`src/rtl/alu_seq.sv`:
```
// Sequenced ALU: single-cycle ops finish on acceptance; MUL/DIV iterate one bit per cycle.
// state | meaning:  IDLE accept request | CALC shift-add / restoring-divide step | DONE hold result
module alu_seq #(
    parameter int WIDTH = 8
) (
    input  logic             clk,
    input  logic             rst,
    input  logic             in_valid,
    output logic             in_ready,
    input  logic [WIDTH-1:0] a,
    input  logic [WIDTH-1:0] b,
    input  logic             cin,
    input  logic [3:0]       alu_sel,
    output logic             out_valid,
    input  logic             out_ready,
    output logic [WIDTH-1:0] alu_out,
    output logic             alu_cout,
    output logic             zero,
    output logic             neg,
    output logic             ovf,
    output logic             div_err
);
    typedef enum logic [1:0] {IDLE, CALC, DONE} state_t;
    localparam int CW = $clog2(WIDTH + 1);

    state_t           state, state_nxt;
    logic [WIDTH-1:0] a_r, b_r, acc_r, q_r;
    logic [3:0]       sel_r;
    logic [CW-1:0]    cnt_r;

    logic [WIDTH-1:0] s_res;
    logic             s_cout, s_ovf;
    logic [WIDTH:0]   wide;
    logic             is_iter;

    logic [WIDTH:0]   mul_sum, div_shift, div_diff;
    logic             div_ge;
    logic [WIDTH-1:0] it_acc, it_q, fin_res;

    assign is_iter   = (alu_sel == 4'd2) || (alu_sel == 4'd3);
    assign in_ready  = (state == IDLE) && !rst;
    assign out_valid = (state == DONE);

    always_comb begin
        s_res  = '0;
        s_cout = 1'b0;
        s_ovf  = 1'b0;
        wide   = '0;
        case (alu_sel)
            4'd0: begin
                wide   = {1'b0, a} + {1'b0, b} + {{WIDTH{1'b0}}, cin};
                s_res  = wide[WIDTH-1:0];
                s_cout = wide[WIDTH];
                s_ovf  = (a[WIDTH-1] == b[WIDTH-1]) && (s_res[WIDTH-1] != a[WIDTH-1]);
            end
            4'd1: begin
                // the extra top bit of the difference is the borrow
                wide   = {1'b0, a} - {1'b0, b} - {{WIDTH{1'b0}}, cin};
                s_res  = wide[WIDTH-1:0];
                s_cout = wide[WIDTH];
                s_ovf  = (a[WIDTH-1] != b[WIDTH-1]) && (s_res[WIDTH-1] != a[WIDTH-1]);
            end
            4'd4:  begin s_res = {a[WIDTH-2:0], 1'b0};       s_cout = a[WIDTH-1]; end
            4'd5:  begin s_res = {1'b0, a[WIDTH-1:1]};       s_cout = a[0];       end
            4'd6:  begin s_res = {a[WIDTH-2:0], a[WIDTH-1]}; s_cout = a[WIDTH-1]; end
            4'd7:  begin s_res = {a[0], a[WIDTH-1:1]};       s_cout = a[0];       end
            4'd8:  s_res = a & b;
            4'd9:  s_res = a | b;
            4'd10: s_res = a ^ b;
            4'd11: s_res = ~(a | b);
            4'd12: s_res = ~(a & b);
            4'd13: s_res = ~(a ^ b);
            4'd14: s_res = {{(WIDTH-1){1'b0}}, a > b};
            4'd15: s_res = {{(WIDTH-1){1'b0}}, a == b};
            default: s_res = '0;
        endcase
    end

    // MUL keeps {acc_r, q_r} as the shifting product; DIV keeps remainder in acc_r, dividend/quotient in q_r
    always_comb begin
        mul_sum   = {1'b0, acc_r} + (q_r[0] ? {1'b0, a_r} : {(WIDTH+1){1'b0}});
        div_shift = {acc_r, q_r[WIDTH-1]};
        div_ge    = (div_shift >= {1'b0, b_r});
        div_diff  = div_shift - {1'b0, b_r};
        if (sel_r == 4'd2) begin
            it_acc = mul_sum[WIDTH:1];
            it_q   = {mul_sum[0], q_r[WIDTH-1:1]};
        end else begin
            it_acc = div_ge ? div_diff[WIDTH-1:0] : div_shift[WIDTH-1:0];
            it_q   = {q_r[WIDTH-2:0], div_ge};
        end
        fin_res = ((sel_r == 4'd3) && (b_r == '0)) ? {WIDTH{1'b1}} : it_q;
    end

    always_ff @(posedge clk or posedge rst) begin
        if (rst) state <= IDLE;
        else     state <= state_nxt;
    end

    always_comb begin
        state_nxt = state;
        case (state)
            IDLE: if (in_valid)          state_nxt = is_iter ? CALC : DONE;
            CALC: if (cnt_r == CW'(1))   state_nxt = DONE;
            DONE: if (out_ready)         state_nxt = IDLE;
            default:                     state_nxt = IDLE;
        endcase
    end

    always_ff @(posedge clk or posedge rst) begin
        if (rst) begin
            a_r      <= '0;
            b_r      <= '0;
            acc_r    <= '0;
            q_r      <= '0;
            sel_r    <= '0;
            cnt_r    <= '0;
            alu_out  <= '0;
            alu_cout <= 1'b0;
            zero     <= 1'b0;
            neg      <= 1'b0;
            ovf      <= 1'b0;
            div_err  <= 1'b0;
        end else begin
            case (state)
                IDLE: if (in_valid) begin
                    a_r   <= a;
                    b_r   <= b;
                    sel_r <= alu_sel;
                    acc_r <= '0;
                    q_r   <= (alu_sel == 4'd2) ? b : a;
                    cnt_r <= CW'(WIDTH);
                    if (!is_iter) begin
                        alu_out  <= s_res;
                        alu_cout <= s_cout;
                        ovf      <= s_ovf;
                        div_err  <= 1'b0;
                        zero     <= (s_res == '0);
                        neg      <= s_res[WIDTH-1];
                    end
                end
                CALC: begin
                    acc_r <= it_acc;
                    q_r   <= it_q;
                    cnt_r <= cnt_r - CW'(1);
                    if (cnt_r == CW'(1)) begin
                        alu_out  <= fin_res;
                        alu_cout <= (it_acc != '0);
                        ovf      <= 1'b0;
                        div_err  <= (sel_r == 4'd3) && (b_r == '0);
                        zero     <= (fin_res == '0);
                        neg      <= fin_res[WIDTH-1];
                    end
                end
                default: ;
            endcase
        end
    end
endmodule

```
`config.mk`:
```
export PLATFORM = sky130hd
export DESIGN_NAME = alu_seq
export DESIGN_NICKNAME = d
export VERILOG_FILES = /design/src/rtl/alu_seq.sv
export SDC_FILE = /design/constraint.sdc
export NUM_CORES = 1
export LEC_CHECK = 0
export ABC_AREA = 1
export ABC_CLOCK_PERIOD_IN_PS = 4100
export CAP_MARGIN = 20
export CORE_MARGIN = 2
export CORE_UTILIZATION = 65
export DETAILED_ROUTE_END_ITERATION = 12
export PLACE_DENSITY = 0.87
export SYNTH_ARGS = -nofsm -noshare
export SYNTH_HDL_FRONTEND = slang
export SYNTH_SLANG_ARGS = --single-unit
```
`constraint.sdc`:
```
create_clock -name clk -period 4.1 [get_ports clk]
set_input_delay 0.82 -clock clk [delete_from_list [all_inputs] [get_ports clk]]
set_output_delay 0.82 -clock clk [all_outputs]
set_load 0.02 [all_outputs]
```
# Word level (Yosys, flattened, before mapping)
# Index checks and enable logic that the tools add are counted.
[totals] register_bits=55 input_bits=25 out_inout_bits=15 wordCells=120
[classes] add_sub_neg=7 magnitude_cmp=2 eq_ne=29 mux=44 bitwise_logic=6 n_reduce_logical=19
[op_table] operator="8-bit one-hot mux with 14 select lines" count=1
[op_table] operator="8-bit two-way mux" count=11
[op_table] operator="8-bit one-hot mux with 2 select lines" count=3
[op_table] operator="4-bit == test, second input constant" count=8
[op_table] operator="8-bit zero test" count=3
[op_table] operator="8-bit inverter" count=3
[op_table] operator="8-bit by 8-bit adder with 9-bit output" count=2
[op_table] operator="4-bit by 2-bit == test with 1-bit output, second input constant" count=4
[op_table] operator="4-bit by 3-bit == test with 1-bit output, second input constant" count=4
[op_table] operator="1-bit two-way mux" count=15
[op_table] operator="1-bit one-hot mux with 2 select lines" count=6
[op_table] operator="9-bit by 1-bit adder with 9-bit output" count=1
[op_table] operator="9-bit by 8-bit greater-or-equal comparator with 1-bit output" count=1
[op_table] operator="8-bit by 8-bit subtractor with 9-bit output" count=1
[op_table] operator="9-bit by 1-bit subtractor with 9-bit output" count=1
[op_table] operator="8-bit bitwise AND" count=1
[op_table] operator="4-bit by 1-bit == test with 1-bit output, second input constant" count=2
[op_table] operator="8-bit == test" count=1
[op_table] operator="8-bit > comparator" count=1
[op_table] operator="2-bit two-way mux" count=4
[op_table] operator="8-bit OR" count=1
[op_table] operator="4-bit one-hot mux with 2 select lines" count=1
[op_table] operator="8-bit nonzero test" count=1
[op_table] operator="8-bit subtractor" count=1
[op_table] operator="other kinds (21)" count=30

# Depth between registers and ports, before layout
# Gate-level depths: netlist (run 1).
[depth] ltp_word=8 mapped_depth=18 mapped_depth_nobuf=17

# Worst setup path after synthesis (run 1)
# No wires, ideal clock.
[synth_timing] path_kind="input port to flip-flop" from="in b[0]" to="reg alu_cout" setup_time_ns=0.077 t_arrival_ns=2.671 required_time_ns=4.023 setup_slack_ns=1.351 path_stages=15 path_buffers=0 cell_sequence="inv_1 > fa_1 > fa_1 > or2_2 > nand2_1 > nand2_1 > nand4_1 > nand2_1 > nand2_1 > nand3_1 > nand2_1 > nand2_1 > inv_1 > nor2_1 > a21oi_1"
[synth_between] elab_chain_len=6 elab_cells_between_ends=8 classes_between="add/sub: 4; mux: 4"
[synth_lines] item="from (decl)" line_no="11" text="input logic [WIDTH-1:0] b,"
[synth_lines] item="8-bit by 8-bit subtractor with 9-bit output or 8-bit by 8-bit adder with 9-bit output (tied branches)" line_no="58, 51"
[synth_lines] item="9-bit by 1-bit subtractor with 9-bit output or 9-bit by 1-bit adder with 9-bit output (tied branches)" line_no="58, 51"
[synth_lines] item="1-bit one-hot mux with 4 select lines *" line_no="49" text="case (alu_sel)"
[synth_lines] item="1-bit two-way mux *" line_no="133" text="if (!is_iter) begin"
[synth_lines] item="1-bit two-way mux *" line_no="126" text="IDLE: if (in_valid) begin"
[synth_lines] item="1-bit one-hot mux with 2 select lines *" line_no="125" text="case (state)"
[synth_lines] item="to (signal assigned)" line_no="135" text="alu_cout <= s_cout;"
[synth_lines] item="to (signal assigned)" line_no="148" text="alu_cout <= (it_acc != '0);"
[synth_lines] item="to (decl)" line_no="17" text="output logic alu_cout,"
# Every way passes the cells marked *; elsewhere a longest branch is shown, timed or not. The select of a mux whose other input is x is not followed.
# A chain may end at the register's enable or synchronous reset.

# Final worst setup path (run 1)
# Ends and elaborated chain as after synthesis.

==> results.json, run 1 <==
{
  "fin_util": 0.739,
  "grt_pass1_vias": 5591,
  "rsz0062_at_grt": "no",
  "worstPathArrival_ps": 3660,
  "drt.antenna.violating_nets": 0,
  "met3_length_mm": 1.10,
  "clock_skew_ps": 19.0,
  "die_h_um": 95.5,
  "drive_above_1_share": 0.0420,
  "dp.cells": 977,
  "dr.max_layer_used": "met4",
  "synth_cells": 843,
  "gp_congestion": 1.02,
  "root_buffer": "clkbuf_8",
  "synth_seq_cells": 54,
  "start_util": 0.665,
  "dieWidth_um": 95.5,
  "drt_iter0_drc": 568,
  "wl_per_cell_um": 17.5,
  "r2r_start": "acc_r[3]",
  "critPathBufInv": 3,
  "hold_violations": 0,
  "io_buffers": 39,
  "fillers": 665,
  "cts_buffers": 5,
  "viasPerCell": 6.02,
  "grt_pass1_wl_mm": 27.4,
  "synth_ff_type": "dfrtp_1",
  "setup_viol": 0,
  "critPathLaunch": "b[0]",
  "fin_crit_ps": 3400,
  "critPathRequiredTime_ps": 4360,
  "relSlewSlack": 0.542,
  "synthArstFlopShare": 1.00,
  "min-delay-start": "sel_r[3]",
  "dp_hpwl_mm": 13.8,
  "synth_edf_count": 0,
  "ir_drop_mv": 0.235,
  "syn_to_final_growth_pct": 11.1,
  "min_to": "sel_r[3]",
  "worst-path-max-fanout": 5,
  "wl_met1_mm": 6.89,
  "p_per_area_nw_per_um2": 539,
  "path_cells": "clkdlybuf4s50_1, inv_1, fa_1, fa_1, or2_2, nand2_1, nand2_1, nand4_1, nand2_1, nand2_1, nand3_1, nand2_1, nand2_1, inv_1, nor2_1, a21oi_1",
  "coreArea_um2": 8180,
  "regToRegEndpoint": "alu_cout",
  "synth_largest_area_cell": "dfrtp_1",
  "leakage_nw": 3.22,
  "finalNonFillerCells": 986,
  "seq_area_um2": 1350,
  "pin_count": 40,
  "vias": 5936,
  "overflow": 0,
  "wl_met2_mm": 8.16,
  "syn_nets": 930,
  "synth_area_um2": 5440,
  "cts.hold.buffers_added": 0,
  "path_class": "in -> reg",
  "avgSynthCellArea_um2": 6.45,
  "critPathCaptureType": "register",
  "h-tree-depth": 2,
  "drtPass1Iterations": 6,
  "path_depth": 16,
  "path_delay_family": "simple AND/OR/NAND/NOR gates",
  "reg2reg_slack_ps": 1600,
  "ys_warn_count": 0,
  "synth_top_cells_by_area": "dfrtp_1 25%, nand2_1 15%, ha_1 13%, inv_1 9.1%, o21ai_0 6.6%",
  "ys_types": 36,
  "timing.setup.tns_ps": 0,
  "remaining_drc_errors": 0,
  "grt_max_degree": 55,
  "setup.worst_path.start_class": "input pin",
  "cts_tree": "built",
  "track_usage": 0.393,
  "dieArea_um2": 9110,
  "crit_slowest_cell": "clkdlybuf4s50_1",
  "slew_viol_final": 0,
  "clkTransAtPathRegs_ps": 110,
  "status": "complete, no violations",
  "synth.top_cell.area_share": 0.249,
  "hold_path.class": "reg -> reg",
  "worstMarginPinSlew_ps": 685,
  "num_rows": 33,
  "yosysSeqAreaShare": 0.249,
  "post_cts_resized": 0,
  "grt_antenna_before_repair": 0,
  "path_common_cell": "nand2_1",
  "holdPathStages": 2,
  "multi_input_area_um2": 3480,
  "r2r_cells": 13,
  "cap_violations": 0,
  "max_stage_delay_ps": 590,
  "insertion_delay_ps": 320,
  "fmax_ghz": 0.294,
  "clock-sinks": 54,
  "post_cts_buffers": 0,
  "nNetsFinal": 967,
  "routed_wl_mm": 17.3,
  "cts_buffer_depth": 2,
  "post-route-period-util": 0.829,
  "n_antenna_cell": 0
}
-- worst max-delay path by stage --
stage               endpoint  slack [ps]
finish              alu_cout         700
global route        alu_cout         500
CTS                 alu_cout         720
detailed placement  alu_cout         380
global placement    alu_cout         520
floorplan           alu_cout        1350
-- registers in the layout, indices dropped and copies added (netlist names), 2 cells and up --
| name | cells |
|---|---|
| state | 2 |
| sel_r | 4 |
| b_r | 8 |
| cnt_r | 4 |
| alu_out | 8 |
| acc_r | 8 |
| a_r | 8 |
| q_r | 8 |
-- cell usage in the layout, fill, tap and decap left out, types with 4 or more instances in the layout --
master / instances
a21oi_1: 34
buf_4: 8
clkbuf_8: 5
clkdlybuf4s50_1: 39
dfrtp_1: 54
fa_1: 6
ha_1: 56
inv_1: 131
inv_2: 4
nand2_1: 222
nand3_1: 66
nand4_1: 24
nor2_1: 84
nor2_2: 4
nor3_1: 10
o211ai_1: 4
o21ai_0: 72
o21ai_1: 4
o221ai_1: 9
o22ai_1: 12
or2_2: 8
xnor2_1: 4
-- kinds of logic after synthesis --
| logic type | synth area share |
|---|---|
| xor+xnor | 0.00644 |
| simple gates | 0.334 |
| flops | 0.249 |
| fa+ha+maj | 0.151 |
| compound gates | 0.150 |
| buf+inv | 0.110 |
-- cell type report --
type | count | area share
clock buffers | 5 | 0.0114
repair buffers | 48 | 0.0779
well taps | 105 | 0.0218
multi-input cells | 636 | 0.577
inverters | 135 | 0.0839
clock inverters | 3 | 0.00414
flip-flops and latches | 54 | 0.224
-- synthesized netlist by cell type (2+ instances only) --
library cell  number
nor3_1            10
nand2_2            2
nor2_1            84
inv_2              3
nor2_2             4
xnor2_1            4
o22ai_1           12
nand3_1           66
a21oi_1           34
inv_1            132
nand3b_1           2
buf_4              2
a31oi_1            2
o21bai_1           2
o221ai_1           9
clkbuf_1           6
or2_2              8
o21ai_0           72
o211ai_1           4
dfrtp_1           54
buf_2              9
fa_1               6
ha_1              56
o21ai_1            4
nand4_1           24
nand2_1          222
-- worst register-to-register path: stages, from the launching register on --
cell	delay (ps)
dfrtp_1	440
ha_1	380
a21oi_1	340
nand2_1	100
nand2_1	80
nand4_2	230
nand2_1	150
nand2_1	70
nor2_1	160
nand2_1	80
nor2_1	130
nand2_1	70
nand2_1	100
a21oi_1	80
-- report_power, final --
group          internal (W)  total, W  switching [W]
Combinational      0.000710   0.00204        0.00133
Clock              0.000124  0.000314       0.000190
Sequential         0.000747  0.000902       0.000154
-- stage by stage --
stage	area, um^2	worst slack [ps]	power (W)	hold WS [ps]
after floorplan	5440	1350	0.00229	451
after global placement	5920	521	0.00280	461
after detailed placement	5920	382	0.00287	479
after CTS	6020	717	0.00319	502
after global routing	6040	503	0.00352	529
final	6040	702	0.00326	503
-- per-layer routing --
layer / vias to the layer above / GRT usage
met5: - / 0
met4: 0 / 0.239
met3: 81 / 0.0522
met2: 284 / 0.665
met1: 2748 / 0.476
li1: 2823 / -
(Power assumes the default switching activity.)
==> run 2, diff against run 1 <==
ABC_CLOCK_PERIOD_IN_PS = 2750   (was 4100)
CORE_UTILIZATION = 55   (was 65)
PLACE_DENSITY = 0.79   (was 0.87)
clock period = 2.75 ns   (was 4.1 ns; I/O delays follow)
==> run 2 against run 1 <==
  * Sequential power rose by 49%
  * Via count increased by 3.5%
  * Wire length rose by 4.6%
  * First-iteration DRC count shrank 28%
  * Final cell count grew 9.8%
  * Core utilization down 5.1 points
  * Total power rose by 54%
  * Non-clock buffer count up 69
  * Count of clock-buffer cells in the layout is the same
  * Combinational power up 57%
  * Clock skew is 6.9 ps higher
  * Worst setup slack worse by 600 ps
==> results.json, run 2 (synthesis results as in run 1) <==
{
  "status": "complete, no violations",
  "setup_viol": 0,
  "min_to": "alu_out[3]",
  "fillers": 913,
  "holdPathStages": 2,
  "path_cells": "clkdlybuf4s50_1, inv_1, ha_1, ha_4, nand2_1, inv_1, nand4_1, o211ai_1, nand2_1, nand3_1, nand3_1, nor2_1, nand4_1, a21oi_1",
  "dieArea_um2": 10700,
  "pin_count": 40,
  "setup.worst_path.start_class": "input pin",
  "fmax_ghz": 0.378,
  "finalNonFillerCells": 1083,
  "nNetsFinal": 1036,
  "timing.setup.tns_ps": 0,
  "n_antenna_cell": 0,
  "coreArea_um2": 9680,
  "final_cell_mix": "221 x nand2_1, 130 x inv_1, 84 x nor2_1",
  "dp.cells": 1074,
  "path_class": "in -> reg",
  "cts_buffer_depth": 2,
  "p_per_area_nw_per_um2": 755,
  "worstPathArrival_ps": 2900,
  "ir_drop_mv": 0.570,
  "remaining_drc_errors": 0,
  "syn_to_final_growth_pct": 22.5,
  "path_delay_family": "simple AND/OR/NAND/NOR gates",
  "grt_max_degree": 33,
  "wl_per_cell_um": 16.7,
  "die_h_um": 103,
  "io_buffers": 39,
  "hold_violations": 0,
  "start_util": 0.561,
  "holdWs_ps": 489,
  "drive_above_1_share": 0.125,
  "cts.hold.buffers_added": 0,
  "reg2reg_slack_ps": 110,
  "drt.antenna.violating_nets": 0,
  "worstMarginPinSlew_ps": 551,
  "leakage_nw": 3.57,
  "hold_path.class": "reg -> reg",
  "crit_slowest_cell": "clkdlybuf4s50_1",
  "critPathCaptureType": "register",
  "insertion_delay_ps": 340,
  "clock-sinks": 54,
  "root_buffer": "clkbuf_8",
  "viasPerCell": 5.67,
  "r2r_start": "acc_r[3]",
  "clkTransAtPathRegs_ps": 100,
  "critPathRequiredTime_ps": 3010,
  "track_usage": 0.349,
  "fin_area_um2": 6660,
  "routed_wl_mm": 18.1,
  "max_stage_delay_ps": 500,
  "grt_pass1_vias": 5778,
  "worst-path-max-fanout": 4,
  "cap_violations": 0,
  "dieWidth_um": 103,
  "cts_tree": "built",
  "regToRegEndpoint": "alu_cout",
  "clock_skew_ps": 25.9,
  "grt_pass1_wl_mm": 28.5,
  "slew_viol_final": 0,
  "cts_buffers": 5,
  "h-tree-depth": 2,
  "fin_crit_ps": 2650,
  "num_rows": 36,
  "mostFrequentLayoutCell": "nand2_1",
  "relSlewSlack": 0.632,
  "drtPass1Iterations": 6,
  "placed_area_um2": 6480,
  "vias": 6142,
  "overflow": 0,
  "critPathBufInv": 3,
  "fin_util": 0.688,
  "drt_iter0_drc": 408,
  "r2r_cells": 13,
  "grt_antenna_before_repair": 0,
  "gp_congestion": 1.13,
  "min-delay-start": "alu_out[3]",
  "dp_hpwl_mm": 14.7,
  "post-route-period-util": 0.963
}
[run 2: tightest hold or removal path: cells and delay by family, from the launching register on]
family	cells	cell delay, ps
simple gates	2	100
flops	1	360
[run 2: routing by layer]
layer / wire length [um] / GRT usage / vias up
met5: 0 / 0 / -
met4: 1090 / 0.204 / 0
met3: 1280 / 0.0524 / 71
met2: 8320 / 0.571 / 275
met1: 7360 / 0.436 / 2824
li1: - / - / 2972
[run 2: worst max path at each step]
stage                     from       end  slack (ps)  depth (start not counted)
after floorplan           b[0]  alu_cout         270                         15
after global placement    a[0]  alu_cout        -370                         14
after detailed placement  a[0]      zero        -450                         15
after CTS                 a[5]      zero          60                         14
after global routing      b[0]       ovf          -3                         17
final                     b[5]      zero         100                         14
[run 2: layout make-up]
class	instances	area, um^2	share of cell area
clock inverters	3	28.8	0.00432
flip-flops and latches	54	1350	0.203
clock buffers	5	68.8	0.0103
multi-input cells	636	3560	0.534
repair buffers	117	981	0.147
well taps	133	166	0.0250
inverters	135	507	0.0761
[run 2: per-stage QoR]
step | setup slack, ps | total power (W)
2_1_floorplan | 271 | 0.00342
3_3_place_gp | -374 | 0.00434
3_5_place_dp | -452 | 0.00442
4_1_cts | 56.2 | 0.00492
5_1_grt | -2.93 | 0.00548
6_report | 102 | 0.00503
[run 2: report_power, final]
group / switching, W / internal (W)
Clock: 0.000296 / 0.000191
Sequential: 0.000224 / 0.00111
Combinational: 0.00203 / 0.00118
[run 2: repair_timing]
| action | 4_1_cts | 5_1_grt |
|---|---|---|
| pin swaps | 6 | 8 |
| endpoints found under the setup margin | 3 | 7 |
| setup buffers | 1 | 0 |
| gates resized for setup | 6 | 15 |
